`src/rtl/alu32_trunc_issue_if.sv`:
```
// alu32_trunc_issue_if: operand-in and result-out handshake bundle for the truncation issue stage
interface alu32_trunc_issue_if;
    logic        s_valid;
    logic        s_ready;
    logic [31:0] s_in1;
    logic        s_mode;
    logic [4:0]  s_amt;
    logic        m_valid;
    logic        m_ready;
    logic [31:0] m_data;
    logic        m_bypass;
    modport slave (
        input  s_valid, s_in1, s_mode, s_amt, m_ready,
        output s_ready, m_valid, m_data, m_bypass
    );
    modport master (
        output s_valid, s_in1, s_mode, s_amt, m_ready,
        input  s_ready, m_valid, m_data, m_bypass
    );
endinterface

```
`src/rtl/alu32_trunc_issue.sv`:
```
// alu32_trunc_issue: 2-entry operand FIFO, registered issue to the truncation unit, held result port
module alu32_trunc_issue #(
    parameter int DEPTH = 2
) (
    input  logic                clk,
    input  logic                rst_n,
    alu32_trunc_issue_if.slave  bus,
    output logic [31:0]         trunc_in1,
    output logic [31:0]         trunc_in2,
    input  logic [31:0]         trunc_cout1,
    output logic                busy
);
    typedef enum logic [1:0] {IDLE, DRIVE, HOLD} state_t;
    state_t      state, state_n;
    logic [37:0] mem [DEPTH];
    logic        wr_ptr, rd_ptr;
    logic [1:0]  count;
    logic [37:0] head;
    logic        head_byp, push, pop, hs;
    // entry layout: {in1, mode, amt}; mode=1/amt=0 would ask the unit for a 32-bit shift
    assign head     = mem[rd_ptr];
    assign head_byp = head[5] && head[4:0] == 5'd0;
    assign bus.s_ready = count < 2'(DEPTH);
    assign push     = bus.s_valid && bus.s_ready;
    assign hs       = state == HOLD && bus.m_valid && bus.m_ready;
    assign pop      = count != 2'd0 && (state == IDLE || hs);
    assign busy     = state != IDLE || count != 2'd0;
    always_comb begin
        state_n = state;
        state_n = pop ? (head_byp ? HOLD : DRIVE) :
                  state == DRIVE ? HOLD :
                  hs ? IDLE : state;
    end
    always_ff @(posedge clk or negedge rst_n)
        if (!rst_n) state <= IDLE;
        else        state <= state_n;
    always_ff @(posedge clk)
        if (push) mem[wr_ptr] <= {bus.s_in1, bus.s_mode, bus.s_amt};
    always_ff @(posedge clk or negedge rst_n)
        if (!rst_n) begin
            count        <= 2'd0;
            wr_ptr       <= 1'b0;
            rd_ptr       <= 1'b0;
            bus.m_valid  <= 1'b0;
            bus.m_data   <= 32'd0;
            bus.m_bypass <= 1'b0;
            trunc_in1    <= 32'd0;
            trunc_in2    <= 32'd0;
        end else begin
            count <= count + {1'b0, push} - {1'b0, pop};
            if (push) wr_ptr <= ~wr_ptr;
            if (pop)  rd_ptr <= ~rd_ptr;
            if (pop && head_byp) begin
                bus.m_valid  <= 1'b1;
                bus.m_data   <= head[37:6];
                bus.m_bypass <= 1'b1;
            end else if (pop) begin
                bus.m_valid <= 1'b0;
                trunc_in1   <= head[37:6];
                trunc_in2   <= {head[5], 26'd0, head[4:0]};
            end else if (state == DRIVE) begin
                bus.m_valid  <= 1'b1;
                bus.m_data   <= trunc_cout1;
                bus.m_bypass <= 1'b0;
            end else if (hs) begin
                bus.m_valid <= 1'b0;
            end
        end
endmodule

```
`src/flat_wrapper.sv`:
```
// flat-port wrapper written by rule: the top's interface ports become plain ports
module alu32_trunc_issue_flat 
#(
    parameter int DEPTH = 2
)
  (clk, rst_n, trunc_in1, trunc_in2, trunc_cout1, busy, bus_s_valid, bus_s_in1, bus_s_mode, bus_s_amt, bus_m_ready, bus_s_ready, bus_m_valid, bus_m_data, bus_m_bypass);
  alu32_trunc_issue_if bus_i ();
  input  logic clk;
  input  logic rst_n;
  output logic [31:0] trunc_in1;
  output logic [31:0] trunc_in2;
  input  logic [31:0] trunc_cout1;
  output logic busy;
  input wire logic [$bits(bus_i.s_valid)-1:0] bus_s_valid;
  input wire logic [$bits(bus_i.s_in1)-1:0] bus_s_in1;
  input wire logic [$bits(bus_i.s_mode)-1:0] bus_s_mode;
  input wire logic [$bits(bus_i.s_amt)-1:0] bus_s_amt;
  input wire logic [$bits(bus_i.m_ready)-1:0] bus_m_ready;
  output wire logic [$bits(bus_i.s_ready)-1:0] bus_s_ready;
  output wire logic [$bits(bus_i.m_valid)-1:0] bus_m_valid;
  output wire logic [$bits(bus_i.m_data)-1:0] bus_m_data;
  output wire logic [$bits(bus_i.m_bypass)-1:0] bus_m_bypass;
  assign bus_i.s_valid = bus_s_valid;
  assign bus_i.s_in1 = bus_s_in1;
  assign bus_i.s_mode = bus_s_mode;
  assign bus_i.s_amt = bus_s_amt;
  assign bus_i.m_ready = bus_m_ready;
  assign bus_s_ready = bus_i.s_ready;
  assign bus_m_valid = bus_i.m_valid;
  assign bus_m_data = bus_i.m_data;
  assign bus_m_bypass = bus_i.m_bypass;
  alu32_trunc_issue #(.DEPTH(DEPTH)) u_core (.clk(clk), .rst_n(rst_n), .bus(bus_i), .trunc_in1(trunc_in1), .trunc_in2(trunc_in2), .trunc_cout1(trunc_cout1), .busy(busy));
endmodule
```
`config.mk`:
```
export PLATFORM = sky130hd
export DESIGN_NAME = alu32_trunc_issue_flat
export DESIGN_NICKNAME = d
export VERILOG_FILES = /design/src/rtl/alu32_trunc_issue_if.sv /design/src/rtl/alu32_trunc_issue.sv /design/src/flat_wrapper.sv
export SDC_FILE = /design/constraint.sdc
export NUM_CORES = 1
export LEC_CHECK = 0
export ABC_CLOCK_PERIOD_IN_PS = 2600
export CAP_MARGIN = 40
export CORE_UTILIZATION = 43
export CTS_BUF_LIST = sky130_fd_sc_hd__clkbuf_16
export DETAILED_ROUTE_END_ITERATION = 10
export GPL_ROUTABILITY_DRIVEN = 0
export GPL_TIMING_DRIVEN = 0
export HOLD_SLACK_MARGIN = 0.02
export PLACE_DENSITY = 0.74
export SKIP_LAST_GASP = 1
export SLEW_MARGIN = 10
export SYNTH_ARGS = -nofsm -noshare
export SYNTH_HDL_FRONTEND = slang
export SYNTH_SLANG_ARGS = --single-unit
```
`constraint.sdc`:
```
create_clock -name clk -period 2.6 [get_ports clk]
set_clock_uncertainty 0.1 [all_clocks]
set_input_delay 0.52 -clock clk [delete_from_list [all_inputs] [get_ports clk]]
set_output_delay 0.52 -clock clk [all_outputs]
set_load 0.02 [all_outputs]
```
# == After elaboration in Yosys (flattened, before gate mapping) ==
# Memory sizes are Yosys's and may differ from the RTL's.
# Cells that the tools add are included.
# op_classes
n_addsub,2
n_lt_le_gt_ge,1
eq_ne,3
muxes,16
bitwise_logic,3
n_reduce_logical,17
# op_table
cell,count
$mux 32,3
$mux 1,9
$mux 2,4
$logic_and 1x1->1,6
$reduce_bool 2->1,3
$logic_not 5->1,1
$reduce_and 2->1,2
$reduce_bool 4->1,1
$not 1->1,3
$reduce_bool 3->1,1
$add 2x1->2,1
$eq 2x1->1 const B,1
$eq 2x2->1 const B,1
$logic_not 2->1,1
$logic_or 1x1->1,2
$lt 2x2->1 const B,1
$ne 2x2->1 const B,1
$sub 2x1->2,1
# totals
reg_bits,78
mem_bits_rw,76
inputBits,74
output_inout_bits,100
wordCells,52
n_memories,1
# mem_list
name,depth,word_bits,read_ports,rd_clocked_by_memory_dff,wr,line_no,source
u_core.mem,2,38,1,0,1,alu32_trunc_issue.sv:15,logic [37:0] mem [DEPTH];

# == Longest topological paths before layout ==
# Gate-level depths: netlist (run 1).
# depth
word_depth,8
ltp_mapped,7
ltp_nobuf,7

# == Worst setup path after synthesis (run 1) ==
# Ideal clock, no wire load.
# synth_timing
path_type,input -> register
from,input port bus_s_valid
to,"memory u_core.mem[0][0], enable pin"
setup_ns,0.438
arrival_time_ns,2.509
t_required_ns,2.062
path_slack_ns,-0.447
stages,2
path_buffers,0
path_cell_list,nor2b_1 > nor2b_1
# synth_via
elab_chain_len,3
# synth_lines
item,line_no,source
from (decl),flat_wrapper.sv:14,input wire logic [$bits(bus_i.s_valid)-1:0] bus_s_valid;
$logic_and 1x1->1,alu32_trunc_issue.sv:24,assign push = bus.s_valid && bus.s_ready;
$mux 1,alu32_trunc_issue.sv:38,"if (push) mem[wr_ptr] <= {bus.s_in1, bus.s_mode, bus.s_amt};"
$mux 1 (not written as such),alu32_trunc_issue.sv:38,
to (decl),alu32_trunc_issue.sv:15,
# No other way between the ends.

# == Worst setup path in the final report (run 1) ==
# layout_timing
from,register u_core.count[1]
to,output port busy
# layout_via
elab_chain_len,2
# layout_lines
item,line_no,source
from (decl),alu32_trunc_issue.sv:17,logic [1:0] count;
from (signal assigned),alu32_trunc_issue.sv:50,"count <= count + {1'b0, push} - {1'b0, pop};"
$reduce_bool 2->1,alu32_trunc_issue.sv:27,assign busy = state != IDLE || count != 2'd0;
$logic_or 1x1->1,alu32_trunc_issue.sv:27,
to (decl),flat_wrapper.sv:13,output logic busy;
# No other way between the ends.

==> results_dict.tcl, run 1 <==
set metrics [dict create \
    area_delta_synth_final_pct 38.66 \
    ys_seq_elements 154 \
    vias_per_cell 4.751 \
    drtIter0Drc 135 \
    final_common_cell "clkdlybuf4s50_1" \
    synth.distinct_cells 31 \
    finalCritPeriodShare_pct 90.41 \
    firstDrtPassIters 6 \
    vdd_drop_max_mv 0.3613 \
    worstRegToRegCells 5 \
    portBuffers 147 \
    postCtsResizedCells 0 \
    rsz0062_at_grt "false" \
    synth_xor_area_share_pct 0.5506 \
    worstPathArrival_ps 1730 \
    crit-reg2reg-launch "u_core.mem[1][1]" \
    die_h_um 123.6 \
    detailed_place_hpwl_um 9147 \
    hold_start "u_core.bus.m_bypass" \
    multi_input_area_sq_um 1828 \
    cts_sinks 154 \
    grt_pass1_vias 3829 \
    ant_nets 0 \
    synth-simple-area-share_pct 1.573 \
    start_kind "flip-flop" \
    synthFlopType "dfrtp_1" \
    core_area_sq_um 14480 \
    worstHoldEndpoint "u_core.bus.m_bypass" \
    cts_made_buffers 17 \
    synth-warning-count 0 \
    r2r_setup_slack_ps 260 \
    utilization_pct 60.93 \
    antenna_cells 0 \
    synth_area_leaders "edfxtp_1, dfrtp_1, mux2i_1, mux2_2, buf_4" \
    drive_gt1_share_pct 22.37 \
    hp-class "flip-flop to flip-flop" \
    crit_chain "nor2_1 -> nand2_1 -> clkdlybuf4s50_1" \
    crit_buf_inv 1 \
    end_kind "primary output" \
    p_leak_nw 3.995 \
    root_buffer "clkbuf_16" \
    synth-compound-area-share_pct 1.180 \
    layout_common_cells "clkdlybuf4s50_1, dfrtp_1, edfxtp_1" \
    max_freq_ghz 0.4254 \
    grt_max_degree 41 \
    max_cap_violations 0 \
    reg2reg_to "u_core.trunc_in1[29]" \
    slowest_delay_ps 550 \
    placed_area_sq_um 8239 \
    grt-ovfl-total 0 \
    grt_usage_pct 18.20 \
    synth_top_family_by_area "multiplexers" \
    syn_area_per_cell_sq_um 16.27 \
    setup_viol_count_final 0 \
    instances_no_fill 783 \
    outcome "finished, final reports clean" \
    vias 3720 \
    clk_pin_slew_ps 60 \
    maxSlewHeadroom_pct 58.04 \
    grt_pass1_wl_um 19980 \
    syn_inst 391 \
    synth_adder_area_share_pct 0.3933 \
    crit_fanout 4 \
    rows 44 \
    synth-edff-count 76 \
    drc 0 \
    post_drt_wl_per_cell_um 16.92 \
    synthesis.area_sq_um 6362 \
    io-pin-count 174 \
    tns_ps 0 \
    finalInstanceArea_sq_um 8822 \
    die_area_sq_um 15290 \
    synthArstFlopShare_pct 50.65 \
    crit_slowest_cell "clkdlybuf4s50_1" \
    slew_viol_final 0 \
    crit_family "buffers and inverters" \
    hold_viol_final 0 \
    initial_utilization_pct 43.94 \
    hold_path_depth 1 \
    numPlacedInstances 750 \
    fillerInstances 1154 \
    synthMuxAreaShare_pct 23.36 \
    cp.required_ps 1980 \
    wl_um 13250 \
    ff_latch_area_sq_um 4234 \
    worstMarginPinSlew_ps 628.1 \
    die_w_um 123.6 \
    antenna_found_initial 0 \
    seq_area_frac_synth_pct 66.55 \
    cts_tree "built" \
    p_total_w 0.005909 \
    htreeDepth 4 \
    p_per_area_nw_per_um2 669.8 \
    yosys.area.top_type_share_pct 35.87 \
    critPathKind "flip-flop to primary output" \
    finalCriticalPeriod_ps 2351 \
    clkLatencyLatePin_ps 420 \
    yosys.area.top_type "edfxtp_1" \
    final_nets 662 \
    clk_path_buf_depth 2 \
]
==> area by class of cell <==
class / count / share of cell area (%)
Inverter: 23 / 0.9786
Clock inverter: 15 / 1.674
Clock buffer: 17 / 4.822
Buffer: 42 / 3.588
Sequential cell: 154 / 47.99
Tap cell: 184 / 2.610
Timing Repair Buffer: 151 / 17.61
Multi-Input combinational cell: 197 / 20.72
==> repair_timing <==
action,CTS,global route
buffers inserted,0,0
endpoints found under the hold margin,39,0
hold buffers,1,0
==> per-stage QoR <==
stage | worst slack (ps) | hold WS (ps)
after global routing | 127.0 | 424.8
after global placement | -1931 | 361.4
after floorplan | 262.8 | 124.4
after detailed placement | -138.9 | 384.8
final | 249.4 | 395.5
after CTS | 215.5 | 403.9
==> sequential cells by signal (all words and copies together) (netlist names) <==
signal / flops
u_core.bus.m_bypass: 1
u_core.bus.m_data: 32
u_core.bus.m_valid: 1
u_core.count: 2
u_core.mem: 76
u_core.rd_ptr: 1
u_core.state: 2
u_core.trunc_in1: 32
u_core.trunc_in2: 6
u_core.wr_ptr: 1
==> cells by family after synthesis <==
family                   after synthesis
AO/OA/AOI/OAI                          9
other                                  1
AND/OR/NAND/NOR                       19
adder cells (fa/ha/maj)                2
buffers and inverters                 65
XOR/XNOR                               4
multiplexers                         137
flip-flops                           154
==> how the worst max path moves through the flow <==
stage	to	start	depth (start not counted)
2_1_floorplan	u_core.mem[0][0]	bus_s_valid	2
3_3_place_gp	u_core.trunc_in1[6]	rst_n	1
3_5_place_dp	u_core.bus.m_data[28]	bus_m_ready	7
4_1_cts	u_core.bus.m_data[10]	u_core.state[1]	6
5_1_grt	u_core.bus.m_data[16]	u_core.state[1]	6
6_report	busy	u_core.count[1]	3
==> power by group <==
part           switching (W)  internal (W)
Combinational       0.000327      0.000277
Clock               0.000911       0.00148
Sequential         0.0000706       0.00285
==> synthesized netlist by cell type (3+ instances only) <==
| library cell | number |
|---|---|
| buf_2 | 6 |
| buf_4 | 28 |
| buf_6 | 4 |
| clkbuf_1 | 3 |
| dfrtp_1 | 78 |
| edfxtp_1 | 76 |
| inv_1 | 23 |
| mux2_2 | 54 |
| mux2_4 | 9 |
| mux2i_1 | 72 |
| nand2_1 | 6 |
| nand2b_1 | 3 |
==> per-layer routing <==
metal | wire length, um | vias up | share of wire, % | track usage (%)
li1 | - | 1733 | - | -
met1 | 5462 | 1847 | 41 | 21.68
met2 | 6835 | 120 | 52 | 31.15
met3 | 687 | 20 | 5.2 | 4.670
met4 | 261 | 0 | 2.0 | 7.756
met5 | 0 | - | 0 | 0
(Power assumes the default switching activity.)
==> run 2: changes to the inputs <==
--- a/config.mk
+++ b/config.mk
@@ -13,7 +13,7 @@
 export GPL_ROUTABILITY_DRIVEN = 0
 export GPL_TIMING_DRIVEN = 0
 export HOLD_SLACK_MARGIN = 0.02
-export PLACE_DENSITY = 0.74
+export PLACE_DENSITY = 0.75
 export SKIP_LAST_GASP = 1
 export SLEW_MARGIN = 10
 export SYNTH_ARGS = -nofsm -noshare
==> results_dict.tcl, run 2 (synthesis gave the netlist of run 1 again) <==
set metrics [dict create \
    end_kind "flip-flop" \
    rows 44 \
    io-pin-count 174 \
    rsz0062_at_grt "false" \
    drc 0 \
    finalInstanceArea_sq_um 8795 \
    grt_pass1_wl_um 19580 \
    antenna_found_initial 0 \
    grt_pass1_vias 3831 \
    cts_made_buffers 17 \
    crit_buf_inv 3 \
    max_freq_ghz 0.4250 \
    crit_chain "clkdlybuf4s50_1 -> nand2_1 -> a211oi_2 -> a21boi_2 -> buf_6 -> buf_12 -> mux2_4" \
    clkPwrFrac_pct 39.4 \
    initial_utilization_pct 43.94 \
    portBuffers 147 \
    slowest_delay_ps 530 \
    grt_usage_pct 17.67 \
    crit_slowest_cell "a211oi_2" \
    intPower_w 0.004500 \
    top_register "u_core.mem" \
    clk_pin_slew_ps 60 \
    die_w_um 123.6 \
    hp-class "flip-flop to flip-flop" \
    hold_viol_final 0 \
    grt_max_degree 44 \
    die_area_sq_um 15290 \
    switching_share_pct 22.45 \
    drive_gt1_share_pct 22.20 \
    p_leak_nw 3.968 \
    placed_area_sq_um 8239 \
    final_nets 662 \
    slew_viol_final 0 \
    die_h_um 123.6 \
    timing.hold.ws_ps 385.0 \
    vias_per_cell 4.676 \
    wl_um 12890 \
    p_per_area_nw_per_um2 659.9 \
    switchingPower_w 0.001303 \
    worstMarginPinSlew_ps 624.1 \
    vias 3661 \
    crit_family "buffers and inverters" \
    detailed_place_hpwl_um 9008 \
    layout_common_cells "clkdlybuf4s50_1, dfrtp_1, edfxtp_1" \
    post_drt_wl_per_cell_um 16.47 \
    p_comb_share_pct 10.3 \
    firstDrtPassIters 4 \
    outcome "finished, final reports clean" \
    setup_viol_count_final 0 \
    top_regs "u_core.mem x76, u_core.bus.m_data x32, u_core.trunc_in1 x32" \
    cts_sinks 154 \
    max_cap_violations 0 \
    clkLatencyLatePin_ps 420 \
    vdd_drop_max_mv 0.4443 \
    pwr-share-seq_pct 50.3 \
    htreeDepth 4 \
    antenna_cells 0 \
    critPathKind "input port to flip-flop" \
    crit_fanout 10 \
    root_buffer "clkbuf_16" \
    largest_register_ffs 76 \
    utilization_pct 60.74 \
    maxSlewHeadroom_pct 58.31 \
    core_area_sq_um 14480 \
    worstPathArrival_ps 2550 \
    grt-ovfl-total 0 \
    drtIter0Drc 91 \
    finalCritPeriodShare_pct 90.49 \
    final_common_cell "clkdlybuf4s50_1" \
    area_delta_synth_final_pct 38.23 \
    cts_tree "built" \
    ant_nets 0 \
    cp.required_ps 2800 \
    finalCriticalPeriod_ps 2353 \
    clk_path_buf_depth 2 \
    start_kind "input port" \
]
-- run 2: power groups by stage --
stage / clock, W / sequential, W / combinational [W]
after CTS: 0.00233 / 0.00292 / 0.000614
after floorplan: 0 / 0.00295 / 0.000300
after detailed placement: 0 / 0.00297 / 0.000609
after global placement: 0 / 0.00296 / 0.000528
after global routing: 0.00245 / 0.00294 / 0.000659
final: 0.00229 / 0.00292 / 0.000598
-- run 2: cell type report --
| cell class | instances | area (sq um) |
|---|---|---|
| Clock buffer | 17 | 425.4 |
| Fill cell | 1152 | 5684 |
| Inverter | 23 | 86.33 |
| Tap cell | 184 | 230.2 |
| Sequential cell | 154 | 4234 |
| Multi-Input combinational cell | 197 | 1828 |
| Timing Repair Buffer | 151 | 1554 |
| Clock inverter | 15 | 120.1 |
| Buffer | 42 | 316.6 |
-- run 2: per-layer routing --
| layer | track usage, % | wire length (um) | up-vias |
|---|---|---|---|
| met5 | 0 | 0 | - |
| met4 | 6.551 | 174 | 0 |
| met3 | 4.441 | 641 | 13 |
| met2 | 29.44 | 6632 | 119 |
| met1 | 22.20 | 5444 | 1795 |
| li1 | - | - | 1734 |
-- run 2: per-stage QoR --
| stage | total power (W) | setup slack (ps) | setup TNS, ps | cells |
|---|---|---|---|---|
| floorplan | 0.003248 | 262.8 | 0 | 416 |
| global route | 0.006054 | 110.6 | 0 | 783 |
| CTS | 0.005870 | 213.4 | 0 | 783 |
| global placement | 0.003490 | -1881 | -207420 | 747 |
| finish | 0.005803 | 247.2 | 0 | 783 |
| detailed placement | 0.003576 | -190.9 | -4520 | 750 |
-- run 2: path summary, 6_finish.rpt --
check / to / startpoint / slack (ps) / cells past startpoint
min in group asynchronous: u_core.bus.m_data[30] / rst_n / 510 / 2
max: u_core.bus.m_data[27] / bus_m_ready / 250 / 7
min reg2reg: u_core.bus.m_bypass / u_core.bus.m_bypass / 380 / 1
max in group asynchronous: u_core.bus.m_data[2] / rst_n / 1280 / 3
min: u_core.bus.m_bypass / u_core.bus.m_bypass / 380 / 1
max reg2reg: u_core.bus.m_data[27] / u_core.state[1] / 260 / 5
-- run 2: what timing repair did --
action	4_1_cts	5_1_grt
hold buffers	1	0
hold endpoints to repair	35	0
setup buffers	0	0
resized for setup	0	0
==> run 3: changes to the inputs <==
--- a/config.mk
+++ b/config.mk
@@ -15,7 +15,6 @@
 export HOLD_SLACK_MARGIN = 0.02
 export PLACE_DENSITY = 0.75
 export SKIP_LAST_GASP = 1
-export SLEW_MARGIN = 10
 export SYNTH_ARGS = -nofsm -noshare
 export SYNTH_HDL_FRONTEND = slang
 export SYNTH_SLANG_ARGS = --single-unit
==> results of run 3 <==
Final layout, timing and power as in run 2 (identical DEF).
